**config.mk**
```make
export PLATFORM = sky130hd
export DESIGN_NAME = fetch_stage
export DESIGN_NICKNAME = d
export VERILOG_FILES = /design/src/rtl/fetch_stage.sv
export SDC_FILE = /design/constraint.sdc
export NUM_CORES = 1
export LEC_CHECK = 0
export CAP_MARGIN = 20
export CORE_UTILIZATION = 40
export CTS_CLUSTER_DIAMETER = 120
export DETAILED_ROUTE_END_ITERATION = 8
export PLACE_DENSITY_LB_ADDON = 0.05
export SYNTH_ARGS = -nofsm -noshare
export SYNTH_HDL_FRONTEND = slang
export SYNTH_SLANG_ARGS = --single-unit
export TNS_END_PERCENT = 50
```
**constraint.sdc**
```tcl
create_clock -name CLK -period 6.6 [get_ports CLK]
set_input_delay 0.66 -clock CLK [delete_from_list [all_inputs] [get_ports CLK]]
set_output_delay 0.66 -clock CLK [all_outputs]
set_load 0.05 [all_outputs]
```
**src/rtl/fetch_stage.sv**
```systemverilog
// fetch_stage: MIPS instruction-fetch stage and IF/ID pipeline register.
// Owns the PC, issues instruction-memory reads, parks one fetched word in a
// skid buffer while decode is stalled, and freezes on HALT until reset.
// Optional build macro FETCH_PERF_EN adds saturating fetch_cnt/stall_cnt
// performance counters; without it those ports do not exist.
module fetch_stage #(
    parameter int                WORD_W  = 32,
    parameter logic [WORD_W-1:0] PC_INIT = '0
) (
    input  logic              CLK,
    input  logic              RST,
    input  logic              ihit,
    input  logic [WORD_W-1:0] iload,
    output logic              imemREN,
    output logic [WORD_W-1:0] imemaddr,
    input  logic              stall,
    input  logic              flush,
    input  logic              redirect_en,
    input  logic [WORD_W-1:0] redirect_pc,
    input  logic              halt_id,
    output logic [WORD_W-1:0] instr_id,
    output logic [WORD_W-1:0] npc_id,
    output logic              valid_id,
    output logic [4:0]        rs_id,
    output logic [4:0]        rt_id,
    output logic              halted
`ifdef FETCH_PERF_EN
    ,
    output logic [31:0]       fetch_cnt,
    output logic [31:0]       stall_cnt
`endif
);

    localparam logic [WORD_W-1:0] PC_STEP = WORD_W'(4);

    typedef enum logic {
        RUN    = 1'b0,
        HALTED = 1'b1
    } fetchState_t;

    fetchState_t       state;
    logic [WORD_W-1:0] pc;
    logic [WORD_W-1:0] pcPlus4;
    logic [WORD_W-1:0] bufInstr;
    logic [WORD_W-1:0] bufNpc;
    logic              bufValid;
    logic              captureEn;

    // pc+4 wraps naturally at the word width
    assign pcPlus4   = pc + PC_STEP;
    // a returning word can only be accepted while the buffer is empty
    assign captureEn = ihit && !bufValid;

    // no new request while a parked word is waiting to drain
    assign imemREN  = (state == RUN) && !bufValid;
    assign imemaddr = pc;

    // register-file addresses for decode and hazard detection
    assign rs_id = instr_id[25:21];
    assign rt_id = instr_id[20:16];

    // fetch control FSM, PC, skid buffer and IF/ID register
    always_ff @(posedge CLK or posedge RST) begin
        if (RST) begin
            state    <= RUN;
            halted   <= 1'b0;
            pc       <= PC_INIT;
            bufValid <= 1'b0;
            bufInstr <= '0;
            bufNpc   <= '0;
            instr_id <= '0;
            npc_id   <= '0;
            valid_id <= 1'b0;
        end else begin
            case (state)
                RUN: begin
                    if (redirect_en) begin
                        // wrong-path work (including a HALT in decode) is dropped
                        pc       <= redirect_pc;
                        bufValid <= 1'b0;
                        instr_id <= '0;
                        npc_id   <= '0;
                        valid_id <= 1'b0;
                    end else if (halt_id) begin
                        state    <= HALTED;
                        halted   <= 1'b1;
                        bufValid <= 1'b0;
                        instr_id <= '0;
                        npc_id   <= '0;
                        valid_id <= 1'b0;
                    end else if (flush || stall) begin
                        // flush bubbles IF/ID even when stalled; stall alone holds it
                        if (flush) begin
                            instr_id <= '0;
                            npc_id   <= '0;
                            valid_id <= 1'b0;
                        end
                        if (captureEn) begin
                            bufInstr <= iload;
                            bufNpc   <= pcPlus4;
                            bufValid <= 1'b1;
                            pc       <= pcPlus4;
                        end
                    end else if (bufValid) begin
                        instr_id <= bufInstr;
                        npc_id   <= bufNpc;
                        valid_id <= 1'b1;
                        bufValid <= 1'b0;
                    end else if (ihit) begin
                        instr_id <= iload;
                        npc_id   <= pcPlus4;
                        valid_id <= 1'b1;
                        pc       <= pcPlus4;
                    end else begin
                        instr_id <= '0;
                        npc_id   <= '0;
                        valid_id <= 1'b0;
                    end
                end
                HALTED: begin
                    halted <= 1'b1;
                end
                default: begin
                    state <= RUN;
                end
            endcase
        end
    end

`ifdef FETCH_PERF_EN
    logic loadValid;

    function automatic logic [31:0] satInc(input logic [31:0] v);
        return (v == 32'hFFFF_FFFF) ? v : v + 32'd1;
    endfunction

    // IF/ID receives a real instruction from the buffer or straight from memory
    assign loadValid = !redirect_en && !halt_id && !flush && !stall && (bufValid || ihit);

    // saturating performance counters, frozen once halted
    always_ff @(posedge CLK or posedge RST) begin
        if (RST) begin
            fetch_cnt <= '0;
            stall_cnt <= '0;
        end else if (state == RUN) begin
            if (loadValid) begin
                fetch_cnt <= satInc(fetch_cnt);
            end
            if (stall) begin
                stall_cnt <= satInc(stall_cnt);
            end
        end
    end
`endif

endmodule

```
# Word-level counts from Yosys, hierarchy flattened

Cells that the tools add are included.

Mux-type cells: 33
Reductions and logical operators: 10
Equal/unequal tests: 7
Add/sub/neg operators: 1
Bitwise operators: 3

Operator list:

| operator                | number |
|---|---|
| $mux W32                | 17 |
| $add A32 B3 Y32 const B | 1 |
| $mux W1                 | 15 |
| $reduce_and A5 Y1       | 2 |
| $ne A4 B4 Y1 const B    | 2 |
| $ne A2 B2 Y1 const B    | 3 |
| $reduce_and A2 Y1       | 3 |
| $ne A3 B2 Y1 const B    | 1 |
| $ne A3 B3 Y1 const B    | 1 |
| $not A1 Y1              | 3 |
| $reduce_bool A3 Y1      | 1 |
| $logic_and A1 B1 Y1     | 2 |
| $pmux W1 S2             | 1 |
| $logic_not A1 Y1        | 1 |
| $logic_or A1 B1 Y1      | 1 |

Output and inout bits: 109
Logic and storage cells: 63
Bits of input ports: 71
Register bits: 164

# Longest topological paths before layout

Gate-level depths: netlist of the first run.

Word-level depth: 6
Depth in mapped cells: 8
Depth with buffers taken out: 6

# Worst setup path after synthesis of the first run

No wires, ideal clock.

Path kind: flip-flop to flip-flop
Start: register pc[2], in the netlist imemaddr[2]
End: register bufNpc[26]
Data required time: 6,471 ps
Buffers on the path: 0
Cell stages (with the launch flop): 7
Arrival: 2,249 ps
Path slack: 4,222 ps
Cell sequence: dfrtp_1 -> ha_1 -> and4_1 -> nand3_1 -> or4_4 -> xor2_1 -> a21oi_2

Word-level cells in the longest chain between the ends: 1

RTL lines:

| element                | RTL line | RTL |
|---|---|---|
| from (decl)            | 42       | `logic [WORD_W-1:0] pc;` |
| from (signal assigned) | 79       | `pc <= redirect_pc;` |
| from (signal assigned) | 102      | `pc <= pcPlus4;` |
| from (signal assigned) | 113      | `pc <= pcPlus4;` |
| $add A32 B3 Y32        | 50       | `assign pcPlus4 = pc + PC_STEP;` |
| to (signal assigned)   | 100      | `bufNpc <= pcPlus4;` |
| to (decl)              | 45       | `logic [WORD_W-1:0] bufNpc;` |

No other way between the ends.
A chain may end at the register's enable or synchronous reset.

# Worst setup path after layout of the first run

Start: register bufValid
End: output port imemREN

Word-level cells in the longest chain between the ends: 2

RTL lines:

| element                | RTL line | RTL |
|---|---|---|
| from (decl)            | 46       | `logic bufValid;` |
| from (signal assigned) | 68       | `bufValid <= 1'b0;` |
| from (signal assigned) | 80       | `bufValid <= 1'b0;` |
| from (signal assigned) | 87       | `bufValid <= 1'b0;` |
| $logic_not A1 Y1       | 55       | `assign imemREN = (state == RUN) && !bufValid;` |
| $logic_and A1 B1 Y1    | 55       |  |
| to (decl)              | 14       | `output logic imemREN,` |

No other way between the ends.

==> impl_metrics.py, run 1 <==
metrics = {
    "run_status": {
        "outcome": "finished clean",
    },
    "grt": {
        "grt_util_met1": 0.304,
        "grt_pass1_vias": 6357,
        "antenna_found_initial": 0,
        "gr-usage-met2": 0.355,
        "grt_usage": 0.222,
        "grt-busiest-layer": "met2",
        "grt_max_degree": 116,
        "overflow": 0,
        "use_met3": 0.0421,
        "grt_pass1_wl_um": 34400,
    },
    "cts": {
        "clkTransAtPathRegs_ns": 0.06,
        "cts.sinks": 164,
        "cts_htree_levels": 4,
        "cts-root-buf": "clkbuf_16",
        "hold_buffers": 0,
        "cts_tree": "done",
        "cts_inserted_buffers": 17,
        "post_cts_buffers": 0,
        "clk_latency_ns": 0.42,
        "clk_path_buf_depth": 2,
        "ctsResizeCount": 0,
    },
    "critical_path": {
        "startpoint_type": "flop",
        "crit_arrival_ns": 2.23,
        "setup.worst_path.class": "flop to primary output",
        "required_ns": 5.94,
        "endpoint_kind": "primary output",
        "crit_fanout": 46,
    },
    "synth": {
        "ys_ff_latch": 164,
        "yosysUniqueCellTypes": 60,
        "post_synth.cell_area_avg_um2": 9.98,
        "synth_top_area_share": 0.523,
        "yosys.area.top_type": "dfrtp_1",
        "ys_seq_area_frac": 0.523,
        "ys.flop_type": "dfrtp_1",
        "syn_nets": 858,
        "syn-cell-area_um2": 7840,
        "synthArstFlopShare": 1.00,
        "synth_edf_count": 0,
        "yosysWarningCount": 0,
        "synth_area_leaders": "dfrtp_1, a21oi_1, mux2_2",
        "syn_inst": 786,
    },
    "die": {
        "die_area_um2": 20200,
        "start_util": 0.414,
        "io_pins": 180,
        "core_um2": 19000,
        "fp-row-count": 50,
        "die_h_um": 142,
        "die_w_um": 142,
    },
    "routing": {
        "vias": 6529,
        "drtPass1Iterations": 6,
        "ant_nets": 0,
        "post_drt_wl_per_cell_um": 18.1,
        "vias_per_cell": 5.46,
        "drc": 0,
        "drt_iter0_drc": 409,
        "wl_um": 21600,
    },
    "sta": {
        "clock.fmax_mhz": 346,
        "hold_viol_final": 0,
        "fin_skew_ns": 0.00534,
        "finalSetupTns_ns": 0,
        "rsz0062_at_grt": "no",
        "whs_ns": 0.473,
        "final_max_slew_viol_count": 0,
        "setup_viol": 0,
        "fin_crit_ns": 2.89,
        "worst_pin_slew_ns": 1.04,
        "period_share": 0.438,
        "relSlewSlack": 0.302,
    },
    "flow_run": {
        "drv_cap": 0,
    },
    "pwr": {
        "powerDensity_nw_per_um2": 274,
        "power_leakage_nw": 4.35,
        "peakVddDrop_v": 0.000186,
        "p_total_w": 0.00281,
    },
    "cells_and_area": {
        "drive_above_1_share": 0.112,
        "syn2layout_area_growth_pct": 30.9,
        "multi_input_area_um2": 3320,
        "nNetsFinal": 994,
        "num_antenna_cells": 0,
        "final_cells": 1195,
        "final_cell_area_um2": 10300,
        "num-fill-cells": 1709,
        "regArea_um2": 4110,
    },
    "placed_design": {
        "dp.cells": 1162,
        "portBuffers": 179,
        "routabilityCongestion": 0.845,
        "dpl-instance-area_um2": 9650,
        "place_hpwl_um": 14400,
    },
    "worst_hold_path": {
        "worstHoldPathType": "flop to flop",
    },
}
final cells by class:
cell class / count / share of cell area
Sequential cell: 164 / 0.400
Multi-Input combinational cell: 544 / 0.324
Timing Repair Buffer: 190 / 0.185
Clock buffer: 21 / 0.0448
Tap cell: 260 / 0.0317
Clock inverter: 11 / 0.0126
Inverter: 5 / 0.00232
cells in the final DEF, fill, tap and decap left out, types with 10 or more instances in the layout:
master,count
clkbuf_16,17
nand3_1,16
nand2_1,74
a22oi_1,27
dfrtp_1,163
o21ai_0,85
xor2_1,13
a21oi_1,88
clkdlybuf4s50_1,179
nor3_1,10
nor2_1,46
mux2_2,38
xnor2_1,15
nand4_1,10
and3_1,43
per-stage QoR:
step	utilization	worst slack, ns
after floorplan	-	1.51
after global placement	0.508	3.41
after detailed placement	0.509	3.30
after CTS	0.540	3.64
after global routing	0.542	3.51
final	0.542	3.71
registers in the layout (all words and copies together), names as in the netlist:
name      cells
bufInstr     32
bufValid      1
instr_id     32
npc_id       32
imemaddr     32
bufNpc       32
state         1
valid_id      1
halted        1
critical path, stage by stage (launching register included):
cell and delay, ns:
dfrtp_2 0.94, nor2_1 0.11, clkdlybuf4s50_1 0.76
per-layer routing:
metal,part of all wire,vias up,wire length [um]
met4,0.014,0,313
met1,0.45,3216,9700
li1,-,3078,-
met2,0.48,212,10300
met5,0,-,0
met3,0.059,23,1270
worst paths after layout:
path	start	endpoint	depth (start not counted)	slack (ns)
worst max-delay path	bufValid	imemREN	2	3.71
worst min-delay path	halted	halted	1	0.47
worst max register to register	bufValid	bufInstr[16]	5	3.71
worst min register to register	halted	halted	1	0.47
max in group asynchronous	RST	imemaddr[27]	3	5.17
min in group asynchronous	RST	bufInstr[3]	2	0.54
kinds of logic after synthesis:
| group | share of synthesized area |
|---|---|
| AOI/OAI and AO/OA | 0.177 |
| and+or+nand+nor | 0.155 |
| DFF | 0.523 |
| buffers and inverters | 0.0544 |
| muxes | 0.0571 |
| xor gates and xnor gates | 0.0313 |
| adders and majority gates | 0.00160 |
cell usage after synthesis (11+ instances only):
master	count
dfrtp_1	164
a21oi_1	88
o21ai_0	85
nand2_1	75
nor2_1	46
and3_1	43
mux2_2	38
clkbuf_1	33
a22oi_1	27
nand3_1	16
xnor2_1	15
buf_4	13
xor2_1	13
buf_2	12
nor3_1	11
report_power, final:
| group | internal, W | switching (W) | leakage [nW] |
|---|---|---|---|
| Clock | 0.000579 | 0.000409 | 0.283 |
| Combinational | 0.000230 | 0.000360 | 1.90 |
| Sequential | 0.00110 | 0.000137 | 2.16 |
No activity file was read; power rests on OpenSTA's default activity.
==> run 2: changes to the inputs <==
==> constraint.sdc (replaced) <==
create_clock -name CLK -period 2.5 [get_ports CLK]
set_input_delay 0.25 -clock CLK [delete_from_list [all_inputs] [get_ports CLK]]
set_output_delay 0.25 -clock CLK [all_outputs]
set_load 0.05 [all_outputs]
==> run 2 against run 1 <==
  * Combinational power rose to 2.9 times the previous value
  * Wire length rose by 0.93%
  * Final area rose by 2.0%
  * Global-route usage rose by 0.28 points
  * Via count rose by 0.69%
  * Sequential power rose to 2.6 times the previous value
  * Sequential share of layout area fell by 0.80 points
  * Hold slack got worse by 0.22 ns
  * Die area did not move
  * Clock skew rose by 0.0062 ns
  * Flip-flop and latch count did not move
  * Power rose to 2.7 times the previous value
  * Critical endpoint unchanged
==> impl_metrics.py, run 2 (synthesized netlist as in run 1, its figures left out) <==
metrics = {
    "run_status": {
        "outcome": "finished clean",
    },
    "sta": {
        "period_share": 0.846,
        "clock.fmax_mhz": 473,
        "relSlewSlack": 0.556,
        "fin_crit_ns": 2.12,
        "worst_pin_slew_ns": 0.660,
        "setup_viol": 0,
        "finalSetupTns_ns": 0,
        "hold_viol_final": 0,
        "rsz0062_at_grt": "no",
        "fin_ws_ns": 0.384,
        "whs_ns": 0.249,
        "fin_skew_ns": 0.0115,
        "final_max_slew_viol_count": 0,
    },
    "cells_and_area": {
        "layout_common_cells": "clkdlybuf4s50_1, dfrtp_1, a21oi_1, o21ai_0, nand2_1",
        "final_common_cell": "clkdlybuf4s50_1",
        "final_cells": 1214,
        "nNetsFinal": 1014,
        "num_antenna_cells": 0,
        "fin_util": 0.553,
        "syn2layout_area_growth_pct": 33.6,
        "drive_above_1_share": 0.132,
    },
    "critical_path": {
        "endpoint_kind": "primary output",
        "r2r_setup_slack_ns": 0.39,
        "crit_fanout": 10,
        "startpoint_type": "flop",
        "setup.worst_path.class": "flop to primary output",
        "crit_arrival_ns": 1.87,
        "required_ns": 2.25,
    },
    "routing": {
        "drtPass1Iterations": 5,
        "vias_per_cell": 5.42,
        "drt_iter0_drc": 346,
        "wl_um": 21800,
        "drc": 0,
        "ant_nets": 0,
        "post_drt_wl_per_cell_um": 18.0,
        "vias": 6574,
    },
    "cts": {
        "hold_buffers": 0,
        "clk_latency_ns": 0.42,
        "clkTransAtPathRegs_ns": 0.06,
        "cts-root-buf": "clkbuf_16",
        "post_cts_buffers": 0,
        "cts_inserted_buffers": 17,
        "cts_tree": "done",
        "cts.sinks": 164,
        "clk_path_buf_depth": 2,
        "ctsResizeCount": 0,
        "cts_htree_levels": 4,
    },
    "flow_run": {
        "drv_cap": 0,
    },
    "placed_design": {
        "portBuffers": 179,
        "routabilityCongestion": 0.850,
        "dp.cells": 1183,
        "place_hpwl_um": 15400,
        "post-place-ws_ns": 0.247,
    },
    "pwr": {
        "powerDensity_nw_per_um2": 727,
        "power_leakage_nw": 4.46,
        "peakVddDrop_v": 0.000508,
    },
    "grt": {
        "antenna_found_initial": 0,
        "grt_max_degree": 57,
        "grt_pass1_wl_um": 35000,
        "overflow": 0,
        "grt_usage": 0.225,
        "grt_pass1_vias": 6428,
    },
    "die": {
        "die_area_um2": 20200,
        "start_util": 0.414,
        "io_pins": 180,
        "die_h_um": 142,
        "core_um2": 19000,
        "die_w_um": 142,
        "fp-row-count": 50,
    },
    "worst_hold_path": {
        "worstHoldPathType": "primary input to asynchronous set/reset pin",
    },
}
==> run 2: cell types whose count changed in the layout (fill, tap and decap cells not counted), sizes merged <==
cell | previous run | this run
buf | 11 | 31
clkinv | 8 | 4
clkinvlp | 2 | 4
bufinv | 2 | 3
==> run 2: per-layer routing <==
layer,global-route usage,routed length [um],vias to the layer above
li1,-,-,3115
met1,0.303,9740,3232
met2,0.365,10600,207
met3,0.0461,1220,20
met4,0.0640,273,0
met5,0,0,-
==> run 2: layout make-up <==
| class | instances | area (um^2) |
|---|---|---|
| fillers | 1701 | 8480 |
| flip-flops and latches | 164 | 4110 |
| multi-input cells | 544 | 3320 |
| repair buffers | 210 | 2070 |
| clock buffers | 21 | 480 |
| well taps | 260 | 325 |
| clock inverters | 10 | 148 |
| inverters | 5 | 22.5 |
==> run 2: final timing paths <==
| check | from | endpoint | cells after the start |
|---|---|---|---|
| worst max register to register | imemaddr[11] | bufNpc[31] | 5 |
| worst min-delay path | RST | npc_id[8] | 2 |
| worst max-delay path | bufValid | imemREN | 2 |
| min in group CLK | redirect_pc[17] | imemaddr[17] | 3 |
| max in group asynchronous | RST | imemaddr[27] | 3 |
| worst min register to register | halted | halted | 1 |
==> run 2: where the power goes <==
group          internal, W  switching (W)  total, W
clock              0.00168        0.00107   0.00275
combinational     0.000651        0.00104   0.00169
sequential         0.00290       0.000283   0.00318
total              0.00523        0.00239   0.00762
==> run 2: worst max-delay path, cell delays in order, from the launching register on <==
cell and delay [ns]:
dfrtp_2 0.48, nor2_1 0.12, clkdlybuf4s50_1 0.85
==> run 2: metrics by stage <==
stage          area [um^2]  total power [W]
2_1_floorplan         7850          0.00427
5_1_grt              10500          0.00795
6_report             10500          0.00762
3_3_place_gp          9850          0.00488
4_1_cts              10500          0.00770
3_5_place_dp          9850          0.00492
==> run 3: changes to the inputs <==
==> constraint.sdc (replaced) <==
create_clock -name CLK -period 1.98 [get_ports CLK]
set_input_delay 0.198 -clock CLK [delete_from_list [all_inputs] [get_ports CLK]]
set_output_delay 0.198 -clock CLK [all_outputs]
set_load 0.05 [all_outputs]
==> run 3 against run 2 <==
  * Global-route usage rose by 0.14 points
  * Die area is the same
  * Register-to-register slack got worse by 0.31 ns
  * Utilization is 1.4 points higher
  * Sequential power up 23%
  * Sequential share of layout area shrank 0.98 points
  * Combinational power rose by 40%
  * Cell count is 2.8% higher
  * Power up 23%
  * Via count grew 2.1%
  * Largest power group unchanged
==> impl_metrics.py, run 3 (synthesized netlist as in run 1, its figures left out) <==
metrics = {
    "grt": {
        "gr-usage-met2": 0.366,
        "grt_util_met1": 0.309,
        "overflow": 0,
        "grt_pass1_wl_um": 35000,
        "grt_usage": 0.226,
        "grt_max_degree": 73,
        "grt_pass1_vias": 6543,
        "grt-busiest-layer": "met2",
        "antenna_found_initial": 0,
        "use_met3": 0.0451,
    },
    "sta": {
        "clock.fmax_mhz": 514,
        "final_max_slew_viol_count": 0,
        "fin_crit_ns": 1.94,
        "whs_ns": 0.120,
        "setup_viol": 0,
        "rsz0062_at_grt": "yes",
        "fin_ws_ns": 0.0355,
        "fin_skew_ns": 0.00800,
        "finalSetupTns_ns": 0,
        "hold_viol_final": 0,
        "relSlewSlack": 0.626,
        "period_share": 0.982,
        "worst_pin_slew_ns": 0.560,
    },
    "critical_path": {
        "endpoint_kind": "primary output",
        "crit_arrival_ns": 1.75,
        "crit_fanout": 7,
        "cp_slowest_cell": "clkdlybuf4s50_1",
        "critPathTopFamily": "buffers and inverters",
        "crit_path_cell_trace": "buf_4, clkdlybuf4s50_1",
        "setup.worst_path.class": "flop to primary output",
        "required_ns": 1.78,
        "cpPeakStageDelay_ns": 0.81,
        "startpoint_type": "flop",
        "path_buf_inv": 2,
    },
    "cts": {
        "clk_latency_ns": 0.42,
        "clkTransAtPathRegs_ns": 0.07,
        "cts-root-buf": "clkbuf_16",
        "cts_tree": "done",
        "cts_htree_levels": 4,
        "clk_path_buf_depth": 2,
        "cts_inserted_buffers": 17,
        "cts.sinks": 164,
    },
    "cells_and_area": {
        "multi_input_area_um2": 3380,
        "syn2layout_area_growth_pct": 37.0,
        "drive_above_1_share": 0.172,
        "nNetsFinal": 1049,
        "regArea_um2": 4110,
        "fin_util": 0.567,
        "final_common_cell": "dfrtp_1",
        "layout_common_cells": "dfrtp_1, clkdlybuf4s50_1, a21oi_1, o21ai_0, nand2_1",
        "num-fill-cells": 1662,
        "final_cell_area_um2": 10700,
        "num_antenna_cells": 0,
    },
    "routing": {
        "post_drt_wl_per_cell_um": 17.7,
        "vias": 6711,
        "drc": 0,
        "drt_iter0_drc": 447,
        "drtPass1Iterations": 5,
        "wl_um": 22100,
        "ant_nets": 0,
        "vias_per_cell": 5.38,
    },
    "placed_design": {
        "place_hpwl_um": 15700,
        "routabilityCongestion": 0.863,
        "dpl-instance-area_um2": 10100,
        "portBuffers": 179,
        "post-place-ws_ns": -0.0282,
    },
    "pwr": {
        "peakVddDrop_v": 0.000577,
        "powerDensity_nw_per_um2": 871,
        "power_leakage_nw": 4.72,
    },
    "die": {
        "start_util": 0.414,
        "core_um2": 19000,
        "fp-row-count": 50,
        "io_pins": 180,
        "die_w_um": 142,
        "die_area_um2": 20200,
        "die_h_um": 142,
    },
    "run_status": {
        "outcome": "finished clean",
    },
    "flow_run": {
        "drv_cap": 0,
    },
    "worst_hold_path": {
        "worstHoldPathType": "primary input to asynchronous set/reset pin",
    },
}
-- run 3: cell types whose count changed in the layout (fill, tap and decap cells not counted), sizes merged --
cell           before  now
clkinv              4    5
buf                31   71
clkdlybuf4s50     179  154
inv                 4    5
clkbuf             21   19
bufinv              3    1
dlymetal6s2s        0   10
dlygate4sd2         0   10
clkinvlp            4    5
-- run 3: worst paths after layout --
path	from	endpoint	slack [ns]	cells after the start
max in group asynchronous	RST	bufValid	1.17	3
worst max register to register	imemaddr[5]	bufNpc[31]	0.08	6
worst max-delay path	imemaddr[8]	imemaddr[8]	0.04	2
min in group CLK	redirect_pc[0]	imemaddr[0]	0.40	2
worst min register to register	instr_id[14]	instr_id[14]	0.47	2
worst min-delay path	RST	imemaddr[10]	0.12	2
-- run 3: layout make-up --
type                    count  share of cell area
flip-flops and latches    164               0.382
multi-input cells         544               0.314
repair buffers            245               0.221
clock buffers              19              0.0403
well taps                 260              0.0303
clock inverters            11              0.0100
inverters                   5             0.00210
-- run 3: timing repair --
action	in CTS	in global routing
setup buffers	0	0
endpoints found under the setup margin	10	20
pin swaps	0	1
hold buffers	0	0
hold endpoints to repair	0	0
gates resized for setup	10	18
-- run 3: routing by layer --
layer | wire, um | up-vias
li1 | - | 3184
met1 | 9970 | 3273
met2 | 10500 | 229
met3 | 1250 | 25
met4 | 320 | 0
met5 | 0 | -
-- run 3: per-stage QoR --
step                std cells  power [W]
global route             1248    0.00980
CTS                      1248    0.00942
floorplan                 786    0.00539
detailed placement       1218    0.00634
finish                   1248    0.00936
global placement         1218    0.00630
-- run 3: where the power goes --
| part | total (W) | leakage (nW) | switching [W] | internal, W |
|---|---|---|---|---|
| registers | 0.00391 | 2.16 | 0.000248 | 0.00366 |
| clock network | 0.00309 | 0.253 | 0.00137 | 0.00173 |
| logic | 0.00236 | 2.31 | 0.00145 | 0.000908 |
| total | 0.00936 | 4.72 | 0.00307 | 0.00629 |
